==> src/rtl/disp_bcd_scan_if.sv <==
// Bus between the BCD scan display block and its user: the slow clock
// input, the count controls, the BCD count and the display pins.
interface disp_bcd_scan_if;
  logic        slow_clk;
  logic        en;
  logic        up;
  logic        clr;
  logic [15:0] count;
  logic [3:0]  an;
  logic [6:0]  seg;
  logic        dp;

  modport master (
    output slow_clk, en, up, clr,
    input  count, an, seg, dp
  );

  modport slave (
    input  slow_clk, en, up, clr,
    output count, an, seg, dp
  );
endinterface

==> src/rtl/disp_bcd_scan.sv <==
// Four-digit BCD event counter clocked by edges of an external slow clock,
// with a multiplexed common-anode seven-segment driver (active-low outputs).
// The slow clock is treated purely as data: synchronized, then edge-detected.
module disp_bcd_scan #(
  parameter int REFRESH_BITS = 18
) (
  input  logic             clk,
  input  logic             reset,
  disp_bcd_scan_if.slave   bus
);

  logic                    s1, s2, prev;
  logic                    step;
  logic [15:0]             count_q;
  logic [15:0]             count_inc, count_dec;
  logic                    carry, borrow;
  logic [REFRESH_BITS-1:0] refresh;
  logic [1:0]              sel;
  logic [3:0]              digit;
  logic [3:0]              an_nxt;
  logic [3:0]              an_q;
  logic [6:0]              seg_q;

  // Segment pattern {g..a}, active-low; non-decimal codes blank the digit.
  function automatic logic [6:0] seg_decode(input logic [3:0] d);
    case (d)
      4'd0:    seg_decode = 7'b1000000;
      4'd1:    seg_decode = 7'b1111001;
      4'd2:    seg_decode = 7'b0100100;
      4'd3:    seg_decode = 7'b0110000;
      4'd4:    seg_decode = 7'b0011001;
      4'd5:    seg_decode = 7'b0010010;
      4'd6:    seg_decode = 7'b0000010;
      4'd7:    seg_decode = 7'b1111000;
      4'd8:    seg_decode = 7'b0000000;
      4'd9:    seg_decode = 7'b0010000;
      default: seg_decode = 7'b1111111;
    endcase
  endfunction

  assign step = s2 & ~prev;
  assign sel  = refresh[REFRESH_BITS-1 -: 2];

  // Two-flop synchronizer for slow_clk plus a delayed copy for rising-edge detect.
  always_ff @(posedge clk or posedge reset) begin
    if (reset) begin
      s1   <= 1'b0;
      s2   <= 1'b0;
      prev <= 1'b0;
    end else begin
      s1   <= bus.slow_clk;
      s2   <= s1;
      prev <= s2;
    end
  end

  // BCD ripple increment and decrement candidates, digit by digit from the ones.
  always_comb begin
    count_inc = count_q;
    count_dec = count_q;
    carry     = 1'b1;
    borrow    = 1'b1;
    for (int i = 0; i < 4; i++) begin
      if (carry) begin
        if (count_q[4*i +: 4] == 4'd9) begin
          count_inc[4*i +: 4] = 4'd0;
        end else begin
          count_inc[4*i +: 4] = count_q[4*i +: 4] + 4'd1;
          carry               = 1'b0;
        end
      end
      if (borrow) begin
        if (count_q[4*i +: 4] == 4'd0) begin
          count_dec[4*i +: 4] = 4'd9;
        end else begin
          count_dec[4*i +: 4] = count_q[4*i +: 4] - 4'd1;
          borrow              = 1'b0;
        end
      end
    end
  end

  // Count register: clear beats a step; steps while disabled are dropped.
  always_ff @(posedge clk or posedge reset) begin
    if (reset) begin
      count_q <= 16'h0000;
    end else if (bus.clr) begin
      count_q <= 16'h0000;
    end else if (step && bus.en) begin
      count_q <= bus.up ? count_inc : count_dec;
    end
  end

  // Free-running refresh counter; its top two bits pick the displayed digit.
  always_ff @(posedge clk or posedge reset) begin
    if (reset) begin
      refresh <= '0;
    end else begin
      refresh <= refresh + {{(REFRESH_BITS-1){1'b0}}, 1'b1};
    end
  end

  // Digit mux: choose the nibble and the matching active-low anode.
  always_comb begin
    digit  = count_q[3:0];
    an_nxt = 4'b1110;
    case (sel)
      2'd0: begin digit = count_q[3:0];   an_nxt = 4'b1110; end
      2'd1: begin digit = count_q[7:4];   an_nxt = 4'b1101; end
      2'd2: begin digit = count_q[11:8];  an_nxt = 4'b1011; end
      2'd3: begin digit = count_q[15:12]; an_nxt = 4'b0111; end
      default: ;
    endcase
  end

  // Registered display outputs so the pins change glitch-free on clk.
  always_ff @(posedge clk or posedge reset) begin
    if (reset) begin
      an_q  <= 4'b1111;
      seg_q <= 7'b1111111;
    end else begin
      an_q  <= an_nxt;
      seg_q <= seg_decode(digit);
    end
  end

  assign bus.count = count_q;
  assign bus.an    = an_q;
  assign bus.seg   = seg_q;
  assign bus.dp    = 1'b1;

endmodule
==> src/flat_wrapper.sv <==
// flat-port wrapper written by rule: the top's interface ports become plain ports
module disp_bcd_scan_flat 
#(
  parameter int REFRESH_BITS = 18
)
  (clk, reset, bus_slow_clk, bus_en, bus_up, bus_clr, bus_count, bus_an, bus_seg, bus_dp);
  disp_bcd_scan_if bus_i ();
  input  logic clk;
  input  logic reset;
  input wire logic [$bits(bus_i.slow_clk)-1:0] bus_slow_clk;
  input wire logic [$bits(bus_i.en)-1:0] bus_en;
  input wire logic [$bits(bus_i.up)-1:0] bus_up;
  input wire logic [$bits(bus_i.clr)-1:0] bus_clr;
  output wire logic [$bits(bus_i.count)-1:0] bus_count;
  output wire logic [$bits(bus_i.an)-1:0] bus_an;
  output wire logic [$bits(bus_i.seg)-1:0] bus_seg;
  output wire logic [$bits(bus_i.dp)-1:0] bus_dp;
  assign bus_i.slow_clk = bus_slow_clk;
  assign bus_i.en = bus_en;
  assign bus_i.up = bus_up;
  assign bus_i.clr = bus_clr;
  assign bus_count = bus_i.count;
  assign bus_an = bus_i.an;
  assign bus_seg = bus_i.seg;
  assign bus_dp = bus_i.dp;
  disp_bcd_scan #(.REFRESH_BITS(REFRESH_BITS)) u_core (.clk(clk), .reset(reset), .bus(bus_i));
endmodule
==> config.mk <==
export PLATFORM = sky130hd
export DESIGN_NAME = disp_bcd_scan_flat
export DESIGN_NICKNAME = d
export VERILOG_FILES = /design/src/rtl/disp_bcd_scan_if.sv /design/src/rtl/disp_bcd_scan.sv /design/src/flat_wrapper.sv
export SDC_FILE = /design/constraint.sdc
export NUM_CORES = 1
export LEC_CHECK = 0
export BUFFER_PORTS_ARGS = -buffer_cell sky130_fd_sc_hd__buf_2
export CORE_MARGIN = 2
export CORE_UTILIZATION = 55
export DETAILED_ROUTE_END_ITERATION = 8
export PLACE_DENSITY_LB_ADDON = 0.1
export SLEW_MARGIN = 25
export SYNTH_ARGS = -nofsm -noshare
export SYNTH_HDL_FRONTEND = slang
export SYNTH_SLANG_ARGS = --single-unit
==> constraint.sdc <==
create_clock -name clk -period 3 [get_ports clk]
set_input_delay 0.3 -clock clk [delete_from_list [all_inputs] [get_ports clk]]
set_output_delay 0.3 -clock clk [all_outputs]
set_load 0.1 [all_outputs]
==> results.py <==
metrics = {
    "outcome": {
        "outcome": "complete, no violations",
    },
    "global_route": {
        "grt_pass1_vias": 1941,
        "track_usage_pct": 22.9,
        "grt_overflow": 0,
        "grt_max_degree": 49,
        "grt_pass1_wl_um": 9650,
        "antenna_found_initial": 0,
    },
    "placement": {
        "port-buffer-count": 32,
        "post-place-cells": 366,
        "placed_area_um2": 2970,
        "dp_hpwl_um": 3950,
        "gp_congestion": 0.850,
        "dp_worst_setup_slack_ns": 0.545,
    },
    "sta": {
        "rsz0062_at_grt": "no",
        "clock_skew_ns": 0.00656,
        "worstMarginPinSlew_ns": 0.798,
        "layout_setup_ws_ns": 0.500,
        "drv_slew": 0,
        "slew_headroom_pct": 46.6,
        "fmax_mhz": 400,
        "setup_viol": 0,
        "fin_crit_sh_pct": 83.3,
        "tns_ns": 0,
        "hold_viol_final": 0,
        "min_period_ns": 2.50,
    },
    "final_layout": {
        "layout_commonest_cell": "dfrtp_1",
        "final_layout_size_suffix_gt1_share_pct": 22.1,
        "syn_to_final_growth_pct": 11.7,
        "antennaDiodeCount": 0,
        "finalNonFillerCells": 374,
        "fin_area_um2": 3080,
        "multi_input_area_um2": 1440,
        "fill_cells": 411,
        "nets": 330,
        "layout_common_cells": "37 x dfrtp_1, 32 x buf_2, 21 x nand2_1, 21 x nor2_1, 19 x inv_1",
        "seqCellArea_um2": 1210,
    },
    "yosys": {
        "syn-cell-area_um2": 2760,
        "synth_nets": 299,
        "synthDistinctLibCells": 58,
        "synthFlopType": "dfrtp_1",
        "synthCells": 275,
        "yosysSeqAreaShare_pct": 44.0,
        "ys_ff_latch": 48,
        "async_reset_ff_share_pct": 100,
        "ys_warn_count": 0,
        "synth_edf_count": 0,
        "syn_avg_cell_area_um2": 10.0,
    },
    "worst_hold_path": {
        "hp-class": "primary input to async pin",
    },
    "pwr": {
        "pwr-share-comb_pct": 36.2,
        "internal-power_mw": 1.08,
        "p_per_area_nw_per_um2": 632,
        "ir_drop_uv": 560,
        "seqPwrFrac_pct": 40.8,
        "clock_power_share_pct": 23.1,
        "total_power_mw": 1.95,
        "p_sw_share_pct": 44.6,
        "p_leak_nw": 1.39,
        "p_sw_mw": 0.869,
    },
    "cts": {
        "cts_root_buf": "clkbuf_8",
        "clk_latency_ns": 0.31,
        "cts_setup_buffers": 0,
        "cts_buffers": 5,
        "path_clk_slew_ns": 0.10,
        "cts_resized": 0,
        "clockBufferDepth": 2,
        "cts_sinks": 48,
        "tritoncts": "done",
        "cts-hold-fix-buffers": 0,
        "h-tree-depth": 2,
    },
    "setup_path": {
        "setup.worst_path.end_class": "flop",
        "critPathMaxStageDelay_ns": 0.50,
        "crit_type": "flop to flop",
        "crit_slowest_cell": "a2111oi_4",
        "critPathArrivalTime_ns": 2.68,
        "cp_max_fo": 9,
        "path_cells": "inv_1 > ha_1 > or3b_4 > a2111oi_4 > a21oi_1 > a211oi_1 > a21oi_1",
        "start_kind": "flop",
        "required_ns": 3.18,
        "crit_top_cell": "a21oi_1",
    },
    "detailed_routing": {
        "drtAntennaViolNets": 0,
        "route.detailed.drc": 0,
        "avgRoutedWirePerCell_um": 15.0,
        "drt_iter0_drc": 90,
        "vias": 2125,
        "wl_um": 5600,
        "first_pass_iters": 4,
        "vias_per_cell": 5.68,
    },
    "floorplan": {
        "rows": 25,
        "io_pins": 34,
        "core_um2": 4790,
        "die_w_um": 74.8,
        "die_area_um2": 5600,
        "die_h_um": 74.8,
        "start_util_pct": 57.7,
    },
    "flow_run": {
        "cap_violations": 0,
    },
}
## state kept, by name, indices dropped and copies added (netlist names)
| name | flops |
|---|---|
| u_core.bus.an | 4 |
| u_core.bus.count | 16 |
| u_core.prev | 1 |
| u_core.refresh | 18 |
| u_core.s1 | 1 |
| u_core.s2 | 1 |
| u_core.bus.seg | 7 |
## cell usage after synthesis (2+ instances only)
cell | number | area share, %
inv_1 | 20 | 2.7
o21ai_0 | 7 | 1.3
clkbuf_1 | 7 | 0.95
o31ai_1 | 4 | 1.1
nand2_1 | 21 | 2.9
ha_1 | 18 | 8.2
and3_1 | 2 | 0.45
dfstp_2 | 11 | 10
xnor2_1 | 12 | 3.8
a211oi_1 | 3 | 0.82
nor3_1 | 8 | 1.5
a32oi_1 | 3 | 0.95
mux4_2 | 4 | 3.3
a221oi_1 | 2 | 0.63
a21oi_1 | 17 | 3.1
or2_2 | 4 | 0.91
o211ai_1 | 2 | 0.54
or3_1 | 4 | 0.91
nor2_1 | 21 | 2.9
dfrtp_1 | 37 | 34
a311oi_1 | 3 | 0.95
mux2i_1 | 2 | 0.73
nand4b_1 | 2 | 0.63
xor2_1 | 4 | 1.3
o22ai_1 | 3 | 0.68
a31oi_1 | 6 | 1.4
nand3_1 | 11 | 2.0
nand2b_1 | 3 | 0.68
and4_1 | 2 | 0.63
and3b_1 | 3 | 0.95
nand4_1 | 2 | 0.45
## per-layer routing
| metal | part of all wire, % | track usage (%) | routed length, um | vias to the layer above |
|---|---|---|---|---|
| li1 | - | - | - | 1055 |
| met1 | 47 | 33.4 | 2630 | 998 |
| met2 | 46 | 34.5 | 2590 | 66 |
| met3 | 6.0 | 4.82 | 336 | 6 |
| met4 | 0.82 | 6.94 | 46 | 0 |
| met5 | 0 | 0 | 0 | - |
## critical path: cells and delay by family (launching register included)
family	cells	cell delay (ns)
AOI/OAI and AO/OA	4	1.09
buffers and inverters	1	0.10
DFF	1	0.49
adders and majority gates	1	0.27
and+or+nand+nor	1	0.42
## power by group through the flow
stage,registers [mW],logic [mW],clock network (mW)
6_report,0.794,0.705,0.450
5_1_grt,0.806,0.748,0.487
4_1_cts,0.793,0.705,0.462
3_5_place_dp,0.804,0.704,0
3_3_place_gp,0.804,0.698,0
2_1_floorplan,1.15,0.238,0
## metrics by stage
| step | utilization, % | hold slack, ns |
|---|---|---|
| after detailed placement | 62.1 | 0.342 |
| after global routing | 64.4 | 0.0937 |
| after floorplan | - | 0.331 |
| after CTS | 64.4 | 0.102 |
| after global placement | 62.1 | 0.337 |
| final | 64.4 | 0.0994 |
## cell families (layout without fill, tap and decap cells)
| kind of cell | after synthesis | in the layout | synth area share (%) |
|---|---|---|---|
| AO/OA/AOI/OAI | 64 | 64 | 16.6 |
| adder cells (fa/ha/maj) | 18 | 18 | 8.16 |
| buffers and inverters | 28 | 60 | 3.94 |
| multiplexers | 7 | 7 | 4.40 |
| XOR/XNOR | 16 | 16 | 5.08 |
| other | 1 | 1 | 0.136 |
| AND/OR/NAND/NOR | 93 | 93 | 17.7 |
| flip-flops | 48 | 48 | 44.0 |
## worst paths after layout
kind                                                       from                              end  slack [ns]  cells after the start
worst min register to register              u_core.s1$_DFF_PP0_              u_core.s2$_DFF_PP0_        0.36                      0
worst max-delay path            u_core.bus.count[0]$_DFFE_PP0P_  u_core.bus.count[9]$_DFFE_PP0P_        0.50                      7
max in group asynchronous                                 reset     u_core.refresh[10]$_DFF_PP0_        2.41                      2
worst max register to register  u_core.bus.count[0]$_DFFE_PP0P_  u_core.bus.count[9]$_DFFE_PP0P_        0.50                      7
min in group clk                                   bus_slow_clk              u_core.s1$_DFF_PP0_        0.10                      1
worst min-delay path                                      reset      u_core.refresh[2]$_DFF_PP0_         0.1                      2
## cell type report
cell class,instances,area share (%)
Clock buffer,6,3.04
Clock inverter,2,0.568
Inverter,20,2.48
Multi-Input combinational cell,199,46.6
Sequential cell,48,39.4
Tap cell,67,2.72
Timing Repair Buffer,32,5.19
No activity file was read; power rests on OpenSTA's default activity.
